File: src/rtl/video_gen_pkg.sv
// Shared types and constants for the AXI-Stream video frame generator.
// The VIDEO_GEN_NOISE_EN build uses the LFSR seed/taps below for pattern 3.
package video_gen_pkg;

  typedef enum logic [1:0] {
    IDLE   = 2'd0,
    ACTIVE = 2'd1,
    HBLANK = 2'd2,
    VBLANK = 2'd3
  } state_e;

  typedef enum logic [1:0] {
    PAT_HRAMP   = 2'd0,
    PAT_VRAMP   = 2'd1,
    PAT_CHECKER = 2'd2,
    PAT_FLAT    = 2'd3
  } pattern_e;

  localparam int unsigned PIX_W     = 8;
  localparam logic [7:0]  LFSR_SEED = 8'hA5;
  // x^8 + x^6 + x^5 + x^4 + 1 expressed as a mask over state bits [7:0]
  localparam logic [7:0]  LFSR_TAPS = 8'hB8;

  function automatic logic [7:0] lfsr_step(input logic [7:0] s);
    return {s[6:0], ^(s & LFSR_TAPS)};
  endfunction

endpackage

File: src/rtl/video_pattern_gen.sv
// Pixel value for the pixel about to be presented. With VIDEO_GEN_NOISE_EN
// pattern 3 is an LFSR stream; otherwise it is a flat frame of frame_cnt[7:0].
module video_pattern_gen
  import video_gen_pkg::*;
(
  input  logic       i_clk,
  input  logic       i_rst_n,
  input  logic       i_start,
  input  logic       i_adv,
  input  logic [7:0] i_x,
  input  logic [7:0] i_y,
  input  logic [7:0] i_frame_cnt,
  input  logic [1:0] i_sel,
  output logic [7:0] o_pix_c
);

  logic [7:0] w_noise;

`ifdef VIDEO_GEN_NOISE_EN
  logic [7:0] r_lfsr;
  logic       w_unused;

  assign w_unused = ^i_frame_cnt;

  // Reseed wins over advance so a back-to-back frame still begins at the seed
  always_comb begin
    w_noise = r_lfsr;
    if (i_start) begin
      w_noise = LFSR_SEED;
    end else if (i_adv) begin
      w_noise = lfsr_step(r_lfsr);
    end
  end

  always_ff @(posedge i_clk or negedge i_rst_n) begin
    if (!i_rst_n) begin
      r_lfsr <= LFSR_SEED;
    end else begin
      r_lfsr <= w_noise;
    end
  end
`else
  logic w_unused;

  assign w_unused = ^{i_clk, i_rst_n, i_start, i_adv};
  assign w_noise  = i_frame_cnt;
`endif

  always_comb begin
    o_pix_c = 8'h00;
    case (pattern_e'(i_sel))
      PAT_HRAMP:   o_pix_c = i_x;
      PAT_VRAMP:   o_pix_c = i_y;
      PAT_CHECKER: o_pix_c = (i_x[3] ^ i_y[3]) ? 8'hFF : 8'h00;
      PAT_FLAT:    o_pix_c = w_noise;
      default:     o_pix_c = 8'h00;
    endcase
  end

endmodule

File: src/rtl/axis_video_frame_gen.sv
// AXI-Stream test-pattern frame source with programmable size and blanking.
// Define VIDEO_GEN_NOISE_EN to turn pattern 3 into an LFSR noise frame.
module axis_video_frame_gen
  import video_gen_pkg::*;
#(
  parameter int unsigned DATA_WIDTH  = 8,
  parameter int unsigned DIM_WIDTH   = 12,
  parameter int unsigned BLANK_WIDTH = 16
) (
  input  logic                   i_sys_clk,
  input  logic                   i_sys_aresetn,
  input  logic                   en_module,
  input  logic [DIM_WIDTH-1:0]   frame_width_param,
  input  logic [DIM_WIDTH-1:0]   frame_height_param,
  input  logic [BLANK_WIDTH-1:0] hblank_param,
  input  logic [BLANK_WIDTH-1:0] vblank_param,
  input  logic [1:0]             pattern_sel,
  output logic [DATA_WIDTH-1:0]  m_axis_tdata,
  output logic                   m_axis_tvalid,
  output logic                   m_axis_tuser,
  output logic                   m_axis_tlast,
  input  logic                   m_axis_tready,
  output logic                   frame_done,
  output logic [15:0]            frame_cnt
);

  state_e                 r_state, w_state_nxt;
  logic [DIM_WIDTH-1:0]   r_x, r_y, r_w, r_h;
  logic [DIM_WIDTH-1:0]   w_x_nxt, w_y_nxt, w_w_nxt, w_h_nxt;
  logic [BLANK_WIDTH-1:0] r_hb, r_vb, r_bcnt;
  logic [BLANK_WIDTH-1:0] w_hb_nxt, w_vb_nxt, w_bcnt_nxt;
  logic [1:0]             r_sel, w_sel_nxt;
  logic [15:0]            r_frame_cnt, w_frame_cnt_nxt;
  logic                   r_frame_done, w_frame_done_nxt;
  logic                   r_tvalid, r_tuser, r_tlast;
  logic                   w_tvalid_nxt, w_tuser_nxt, w_tlast_nxt;
  logic [DATA_WIDTH-1:0]  r_tdata, w_tdata_nxt;

  logic                   w_xfer, w_last_x, w_last_y, w_can_start;
  logic                   w_load, w_latch, w_boundary, w_frame_start;
  logic [DIM_WIDTH-1:0]   w_ld_x, w_ld_y;
  logic [7:0]             w_pix;

  assign w_xfer      = r_tvalid & m_axis_tready;
  assign w_last_x    = (r_x == r_w - DIM_WIDTH'(1));
  assign w_last_y    = (r_y == r_h - DIM_WIDTH'(1));
  assign w_can_start = en_module && (frame_width_param != '0) && (frame_height_param != '0);

  // Next-state and counter control; w_load marks an output-register reload
  always_comb begin
    w_state_nxt      = r_state;
    w_x_nxt          = r_x;
    w_y_nxt          = r_y;
    w_w_nxt          = r_w;
    w_h_nxt          = r_h;
    w_hb_nxt         = r_hb;
    w_vb_nxt         = r_vb;
    w_sel_nxt        = r_sel;
    w_bcnt_nxt       = r_bcnt;
    w_frame_cnt_nxt  = r_frame_cnt;
    w_frame_done_nxt = 1'b0;
    w_load           = 1'b0;
    w_latch          = 1'b0;
    w_boundary       = 1'b0;
    w_frame_start    = 1'b0;
    w_ld_x           = r_x;
    w_ld_y           = r_y;

    case (r_state)
      IDLE: begin
        if (w_can_start) begin
          w_latch     = 1'b1;
          w_x_nxt     = '0;
          w_y_nxt     = '0;
          w_state_nxt = ACTIVE;
        end
      end

      ACTIVE: begin
        if (!r_tvalid) begin
          w_load        = 1'b1;
          w_frame_start = 1'b1;
        end else if (w_xfer) begin
          if (!w_last_x) begin
            w_x_nxt = r_x + DIM_WIDTH'(1);
            w_load  = 1'b1;
            w_ld_x  = w_x_nxt;
          end else begin
            w_x_nxt = '0;
            if (w_last_y) begin
              w_frame_done_nxt = 1'b1;
              w_frame_cnt_nxt  = r_frame_cnt + 16'd1;
              w_y_nxt          = '0;
              if (r_vb == '0) begin
                w_boundary = 1'b1;
              end else begin
                w_bcnt_nxt  = '0;
                w_state_nxt = VBLANK;
              end
            end else begin
              w_y_nxt = r_y + DIM_WIDTH'(1);
              if (r_hb == '0) begin
                w_load = 1'b1;
                w_ld_x = '0;
                w_ld_y = w_y_nxt;
              end else begin
                w_bcnt_nxt  = '0;
                w_state_nxt = HBLANK;
              end
            end
          end
        end
      end

      // Reload on the last blank cycle so the idle gap is exactly hblank long
      HBLANK: begin
        if (r_bcnt == r_hb - BLANK_WIDTH'(1)) begin
          w_load      = 1'b1;
          w_ld_x      = '0;
          w_ld_y      = r_y;
          w_state_nxt = ACTIVE;
        end else begin
          w_bcnt_nxt = r_bcnt + BLANK_WIDTH'(1);
        end
      end

      VBLANK: begin
        if (r_bcnt == r_vb - BLANK_WIDTH'(1)) begin
          w_boundary = 1'b1;
        end else begin
          w_bcnt_nxt = r_bcnt + BLANK_WIDTH'(1);
        end
      end

      default: w_state_nxt = IDLE;
    endcase

    // Frame boundary: continue straight into a freshly configured frame or park
    if (w_boundary) begin
      if (w_can_start) begin
        w_latch       = 1'b1;
        w_x_nxt       = '0;
        w_y_nxt       = '0;
        w_load        = 1'b1;
        w_frame_start = 1'b1;
        w_ld_x        = '0;
        w_ld_y        = '0;
        w_state_nxt   = ACTIVE;
      end else begin
        w_state_nxt = IDLE;
      end
    end

    if (w_latch) begin
      w_w_nxt   = frame_width_param;
      w_h_nxt   = frame_height_param;
      w_hb_nxt  = hblank_param;
      w_vb_nxt  = vblank_param;
      w_sel_nxt = pattern_sel;
    end
  end

  video_pattern_gen u_pattern (
    .i_clk       (i_sys_clk),
    .i_rst_n     (i_sys_aresetn),
    .i_start     (w_frame_start),
    .i_adv       (w_xfer),
    .i_x         (w_ld_x[7:0]),
    .i_y         (w_ld_y[7:0]),
    .i_frame_cnt (w_frame_cnt_nxt[7:0]),
    .i_sel       (w_sel_nxt),
    .o_pix_c     (w_pix)
  );

  // Output beat: hold while stalled, reload on transfer or when empty
  always_comb begin
    w_tvalid_nxt = r_tvalid;
    w_tdata_nxt  = r_tdata;
    w_tuser_nxt  = r_tuser;
    w_tlast_nxt  = r_tlast;
    if (w_load) begin
      w_tvalid_nxt = 1'b1;
      w_tdata_nxt  = DATA_WIDTH'(w_pix);
      w_tuser_nxt  = (w_ld_x == '0) && (w_ld_y == '0);
      w_tlast_nxt  = (w_ld_x == w_w_nxt - DIM_WIDTH'(1));
    end else if (w_xfer) begin
      w_tvalid_nxt = 1'b0;
    end
  end

  always_ff @(posedge i_sys_clk or negedge i_sys_aresetn) begin
    if (!i_sys_aresetn) begin
      r_state <= IDLE;
    end else begin
      r_state <= w_state_nxt;
    end
  end

  always_ff @(posedge i_sys_clk or negedge i_sys_aresetn) begin
    if (!i_sys_aresetn) begin
      r_x          <= '0;
      r_y          <= '0;
      r_w          <= '0;
      r_h          <= '0;
      r_hb         <= '0;
      r_vb         <= '0;
      r_sel        <= '0;
      r_bcnt       <= '0;
      r_frame_cnt  <= '0;
      r_frame_done <= 1'b0;
      r_tvalid     <= 1'b0;
      r_tdata      <= '0;
      r_tuser      <= 1'b0;
      r_tlast      <= 1'b0;
    end else begin
      r_x          <= w_x_nxt;
      r_y          <= w_y_nxt;
      r_w          <= w_w_nxt;
      r_h          <= w_h_nxt;
      r_hb         <= w_hb_nxt;
      r_vb         <= w_vb_nxt;
      r_sel        <= w_sel_nxt;
      r_bcnt       <= w_bcnt_nxt;
      r_frame_cnt  <= w_frame_cnt_nxt;
      r_frame_done <= w_frame_done_nxt;
      r_tvalid     <= w_tvalid_nxt;
      r_tdata      <= w_tdata_nxt;
      r_tuser      <= w_tuser_nxt;
      r_tlast      <= w_tlast_nxt;
    end
  end

  assign m_axis_tdata  = r_tdata;
  assign m_axis_tvalid = r_tvalid;
  assign m_axis_tuser  = r_tuser;
  assign m_axis_tlast  = r_tlast;
  assign frame_done    = r_frame_done;
  assign frame_cnt     = r_frame_cnt;

endmodule

File: config.mk
export PLATFORM = sky130hd
export DESIGN_NAME = axis_video_frame_gen
export DESIGN_NICKNAME = d
export VERILOG_FILES = /design/src/rtl/video_gen_pkg.sv /design/src/rtl/video_pattern_gen.sv /design/src/rtl/axis_video_frame_gen.sv
export SDC_FILE = /design/constraint.sdc
export NUM_CORES = 1
export LEC_CHECK = 0
export BUFFER_PORTS_ARGS = -buffer_cell sky130_fd_sc_hd__buf_2
export CORE_ASPECT_RATIO = 1.25
export CORE_MARGIN = 2
export CORE_UTILIZATION = 40
export DETAILED_ROUTE_END_ITERATION = 12
export SKIP_LAST_GASP = 1
export SLEW_MARGIN = 30
export SYNTH_ARGS = -nofsm -noshare
export SYNTH_HDL_FRONTEND = slang
export SYNTH_HIERARCHICAL = 1
export SYNTH_SLANG_ARGS = --single-unit
File: constraint.sdc
create_clock -name i_sys_clk -period 6.1 [get_ports i_sys_clk]
set_input_delay 0.305 -clock i_sys_clk [delete_from_list [all_inputs] [get_ports i_sys_clk]]
set_output_delay 0.305 -clock i_sys_clk [all_outputs]
set_load 0.005 [all_outputs]
After elaboration in Yosys (flattened, before gate mapping):

Cells that the tools add are included.

* input port bits: 62
* flip-flop bits (word level): 128
* output and inout port bits: 28
* logic and storage cells: 157

* reductions and logical operators: 17
* equal/unequal tests: 25
* bitwise gates (word level): 2
* muxes and demuxes: 88
* add/sub/neg operators: 9

Operators by type and width (number)
* 12-bit two-way mux: 30
* 16-bit two-way mux: 8
* 12-bit one-hot mux with 2 select lines: 3
* 8-bit two-way mux: 6
* 16-bit one-hot mux with 3 select lines: 1
* 12-bit equality test: 3
* 12-bit by 1-bit subtractor with 12-bit output (second input constant): 3
* 16-bit by 1-bit adder with 16-bit output (second input constant): 2
* 16-bit equality test: 2
* 16-bit zero test: 2
* 8-bit one-hot mux with 4 select lines: 1
* 16-bit by 1-bit subtractor with 16-bit output (second input constant): 2
* 1-bit two-way mux: 26
* 12-bit by 1-bit adder with 12-bit output (second input constant): 2
* 12-bit zero test: 2
* 12-bit nonzero test: 2
* 2-bit two-way mux: 10
* 3-bit != test (second input constant): 6
* 8-bit AND reduction: 2
* 2-bit equality test (second input constant): 4
* 2-bit != test (second input constant): 4
* 4-bit != test (second input constant): 2
* 2-bit one-hot mux with 3 select lines: 1
* 5-bit AND reduction: 1
* 11 further kinds: 16

Logic depth before layout (Yosys ltp):

* depth after elaboration: 12
* depth in mapped cells: 24
* gate-level depth less buffers: 19

By module:

The synthesis kept the hierarchy.

By module, submodules not included
* axis_video_frame_gen: area an instance 9303.9 sq um, times used 1, cells each 1057
* video_pattern_gen: area an instance 289.0 sq um, times used 1, cells each 31

Least setup slack after synthesis:

Ideal clock, no wire load.

* path type: register to register
* start point: reg r_vb[5]
* end point: reg r_tlast, in the netlist m_axis_tlast
* data required time: 6.024 ns
* data arrival time: 4.850 ns
* library setup time: 0.076 ns
* setup slack: 1.174 ns
* stages on the path, launching flop included: 23
* cells stage by stage: dfrtp_1 > buf_2 > or4_1 > or3_1 > a2111oi_2 > o21ai_1 > nand4b_1 > o32ai_2 > o21a_2 > buf_6 > buf_2 > buf_2 > mux2i_1 > ha_1 > clkbuf_1 > nand3_1 > or3_1 > mux2i_1 > xnor2_1 > xnor2_1 > nor3_1 > nand4_1 > o21ai_1

* longest elaborated chain between the ends: 11

Ends and longest elaborated chain
* from (decl): line axis_video_frame_gen.sv:30 `logic [BLANK_WIDTH-1:0] r_hb, r_vb, r_bcnt;`
* from (signal assigned): line axis_video_frame_gen.sv:221 `r_vb <= w_vb_nxt;`
* parallel branches: the longest is 6 deep, another holds 16-bit by 1-bit subtractor with 16-bit output
* 1-bit one-hot mux with 2 select lines *: line axis_video_frame_gen.sv:69 `case (r_state)`
* 1-bit two-way mux: line axis_video_frame_gen.sv:139 `if (w_boundary) begin`
* 12-bit two-way mux: line axis_video_frame_gen.sv:154 `if (w_latch) begin`
* 12-bit by 1-bit subtractor with 12-bit output: line axis_video_frame_gen.sv:185 `w_tlast_nxt = (w_ld_x == w_w_nxt - DIM_WIDTH'(1));`
* 12-bit equality test: line axis_video_frame_gen.sv:185
* to (signal assigned): line axis_video_frame_gen.sv:229 `r_tlast <= w_tlast_nxt;`
* to (decl): line axis_video_frame_gen.sv:35 `logic r_tvalid, r_tuser, r_tlast;`

Mark *: on every way between the ends.
A chain may end at the register's enable or synchronous reset.

Worst setup path in the final report:

* start point: reg r_vb[0]
* end point: reg r_tlast, in the netlist m_axis_tlast

The elaborated chain is that of the path after synthesis.

==> flow_metrics.env <==
export IMPL_drt_iter0_markers=485
export IMPL_setup_tns_ns=0
export IMPL_syn_area_um2=9588
export IMPL_critical_path_n_buffers_inverters=1
export IMPL_netlist_instances=1087
export IMPL_boundaryPins=90
export IMPL_min_path_type="input port to flip-flop"
export IMPL_maxCapViolCount=0
export IMPL_cp_slowest_cell="sky130_fd_sc_hd__or4b_1"
export IMPL_worstPathRequired_ns=6.45
export IMPL_deepest_level_of_the_cts_h_tree=4
export IMPL_start_util_pct=40.54
export IMPL_drive_gt1_share_pct=20.40
export IMPL_hold_ws_ns=0.08036
export IMPL_detail_route_first_pass_iterations=5
export IMPL_design_final_nets=1215
export IMPL_overflow=0
export IMPL_cts_root_buffer="sky130_fd_sc_hd__clkbuf_16"
export IMPL_fillCellCount=2343
export IMPL_grt_resource_usage_total_pct=21.53
export IMPL_power_total_mw=4.500
export IMPL_worst_path_max_fanout=7
export IMPL_crit_path_start_kind="flip-flop"
export IMPL_final_cells=1444
export IMPL_detail_route_vias_per_cell=5.726
export IMPL_power_static_leakage_nw=4.579
export IMPL_grt_pass1_wl_um=42750
export IMPL_share_of_the_core_filled_with_cells_pct=45.75
export IMPL_place_ws_ns=1.347
export IMPL_clock_transition_at_path_regs_ns=0.06
export IMPL_clk_insertion_delay_late_ns=0.43
export IMPL_vias=8269
export IMPL_gp_congestion=0.8796
export IMPL_cp_common_cell="sky130_fd_sc_hd__xnor2_1"
export IMPL_die_height_um=177.1
export IMPL_timing_final_setup_violations=0
export IMPL_clock_sinks=128
export IMPL_initial_antenna_violation_count=0
export IMPL_cts_tree="yes"
export IMPL_timing_critical_path_cells="inv_1 -> ha_1 -> or4b_1 -> nor4_1 -> xnor2_1 -> nor4_1 -> nand4b_1 -> o32ai_2 -> o21a_4 -> mux2i_1 -> ha_1 -> nand3_1 -> or3_1 -> mux2i_1 -> xnor2_1 -> xnor2_1 -> nor3_1 -> nand4_1 -> o21ai_1"
export IMPL_layout_cells_most_common_list="sky130_fd_sc_hd__dfrtp_1, sky130_fd_sc_hd__nor2_1, sky130_fd_sc_hd__buf_2"
export IMPL_port_buffer_count=89
export IMPL_synth_warnings=6
export IMPL_num_antenna_cells=0
export IMPL_die_w_um=142.5
export IMPL_fin_worst_skew_ns=0.01258
export IMPL_max_slew_margin_pct=50.25
export IMPL_placedInstanceArea_um2=10190
export IMPL_tightest_slew_ns=0.7463
export IMPL_max_freq_ghz=0.2076
export IMPL_grt_setup_unrepaired="no"
export IMPL_power_density_cell_area_nw_per_um2=416.0
export IMPL_area_growth_syn_to_layout_pct=12.83
export IMPL_largest_net_degree_at_the_start_of_global_routing=73
export IMPL_maximum_ir_drop_on_the_vdd_rail_uv=212.3
export IMPL_fp_row_count=63
export IMPL_fin_crit_ns=4.818
export IMPL_core_area_um2=23650
export IMPL_drt_antenna_violating_nets=0
export IMPL_detail_route_wl_per_cell_um=18.51
export IMPL_run_status="finished, final reports clean"
export IMPL_fin_ws_ns=1.282
export IMPL_cpLargestDelayFamily="simple AND/OR/NAND/NOR gates"
export IMPL_cells_after_dpl=1411
export IMPL_min_period_over_period_pct=78.98
export IMPL_design_die_area_um2=25230
export IMPL_report_final_slew_viol_count=0
export IMPL_detailed_route_drc_error_count=0
export IMPL_final_cell_area_um2=10820
export IMPL_syn_num_nets=1163
export IMPL_hpwl_um=19950
export IMPL_layout_commonest_cell="sky130_fd_sc_hd__dfrtp_1"
export IMPL_cts_max_path_buffers=2
export IMPL_cts_buffers=17
export IMPL_end_kind="flip-flop"
export IMPL_postRouteWirelength_um=26720
export IMPL_cp_arrival_ns=5.17
export IMPL_criticalPathCategory="flip-flop to flip-flop"
export IMPL_first_global_vias=8100
export IMPL_hold_viol_final=0
export IMPL_cts_resized=0
export IMPL_syn_mean_instance_area_um2=8.821
export IMPL_worst_path_largest_cell_delay_ns=0.52
-- cell type report --
class / count / area [um2] / area share [%]
Multi-Input combinational cell: 861 / 5972 / 55.20
Sequential cell: 128 / 3203 / 29.61
Timing Repair Buffer: 101 / 548.0 / 5.066
Clock buffer: 22 / 494.2 / 4.569
Tap cell: 292 / 365.4 / 3.377
Clock inverter: 10 / 122.6 / 1.133
Inverter: 30 / 112.6 / 1.041
-- worst register-to-register path, delay by kind of cell (launching register included) --
family / cells / cell delay [ns]
XOR/XNOR: 3 / 0.35
AO/OA/AOI/OAI: 3 / 0.76
adder cells (fa/ha/maj): 2 / 0.60
multiplexers: 2 / 0.41
AND/OR/NAND/NOR: 8 / 2.09
flip-flops: 1 / 0.43
buffers and inverters: 1 / 0.10
-- power breakdown --
group	leakage (nW)	internal [mW]	switching (mW)
clock network	0.296	0.660	0.400
logic	2.63	0.865	1.12
registers	1.65	1.08	0.383
-- per-layer routing --
metal	vias to the layer above	global-route usage (%)	routed length, um
met1	3987	25.46	10880
li1	4026	-	-
met5	-	0	0
met2	218	38.82	14100
met3	38	3.734	1112
met4	0	7.921	630
-- registers in the layout, indices dropped and copies added (netlist names), 2 cells and up --
| register | count |
|---|---|
| r_x | 12 |
| r_sel | 2 |
| frame_cnt | 16 |
| r_state | 2 |
| r_bcnt | 16 |
| r_hb | 16 |
| r_y | 12 |
| r_vb | 16 |
| r_w | 12 |
| m_axis_tdata | 8 |
| r_h | 12 |
-- final timing paths --
kind,startpoint,end,slack (ns),cells past startpoint
max,r_vb[0]$_DFFE_PN0N_,m_axis_tlast$_DFFE_PN0P_,1.28,19
min,hblank_param[0],r_hb[0]$_DFFE_PN0N_,0.08,3
max reg2reg,r_vb[0]$_DFFE_PN0N_,m_axis_tlast$_DFFE_PN0P_,1.28,19
min reg2reg,frame_cnt[15]$_DFFE_PN0P_,frame_cnt[15]$_DFFE_PN0P_,0.47,1
max in group asynchronous,i_sys_aresetn,r_vb[1]$_DFFE_PN0N_,4.60,3
min in group asynchronous,i_sys_aresetn,r_hb[13]$_DFFE_PN0N_,0.42,2
-- what timing repair did --
item	in CTS	in global routing
buffers inserted	0	0
hold endpoints to repair	56	0
hold buffers	1	0
Note: power is estimated with default switching activity, not from simulation.
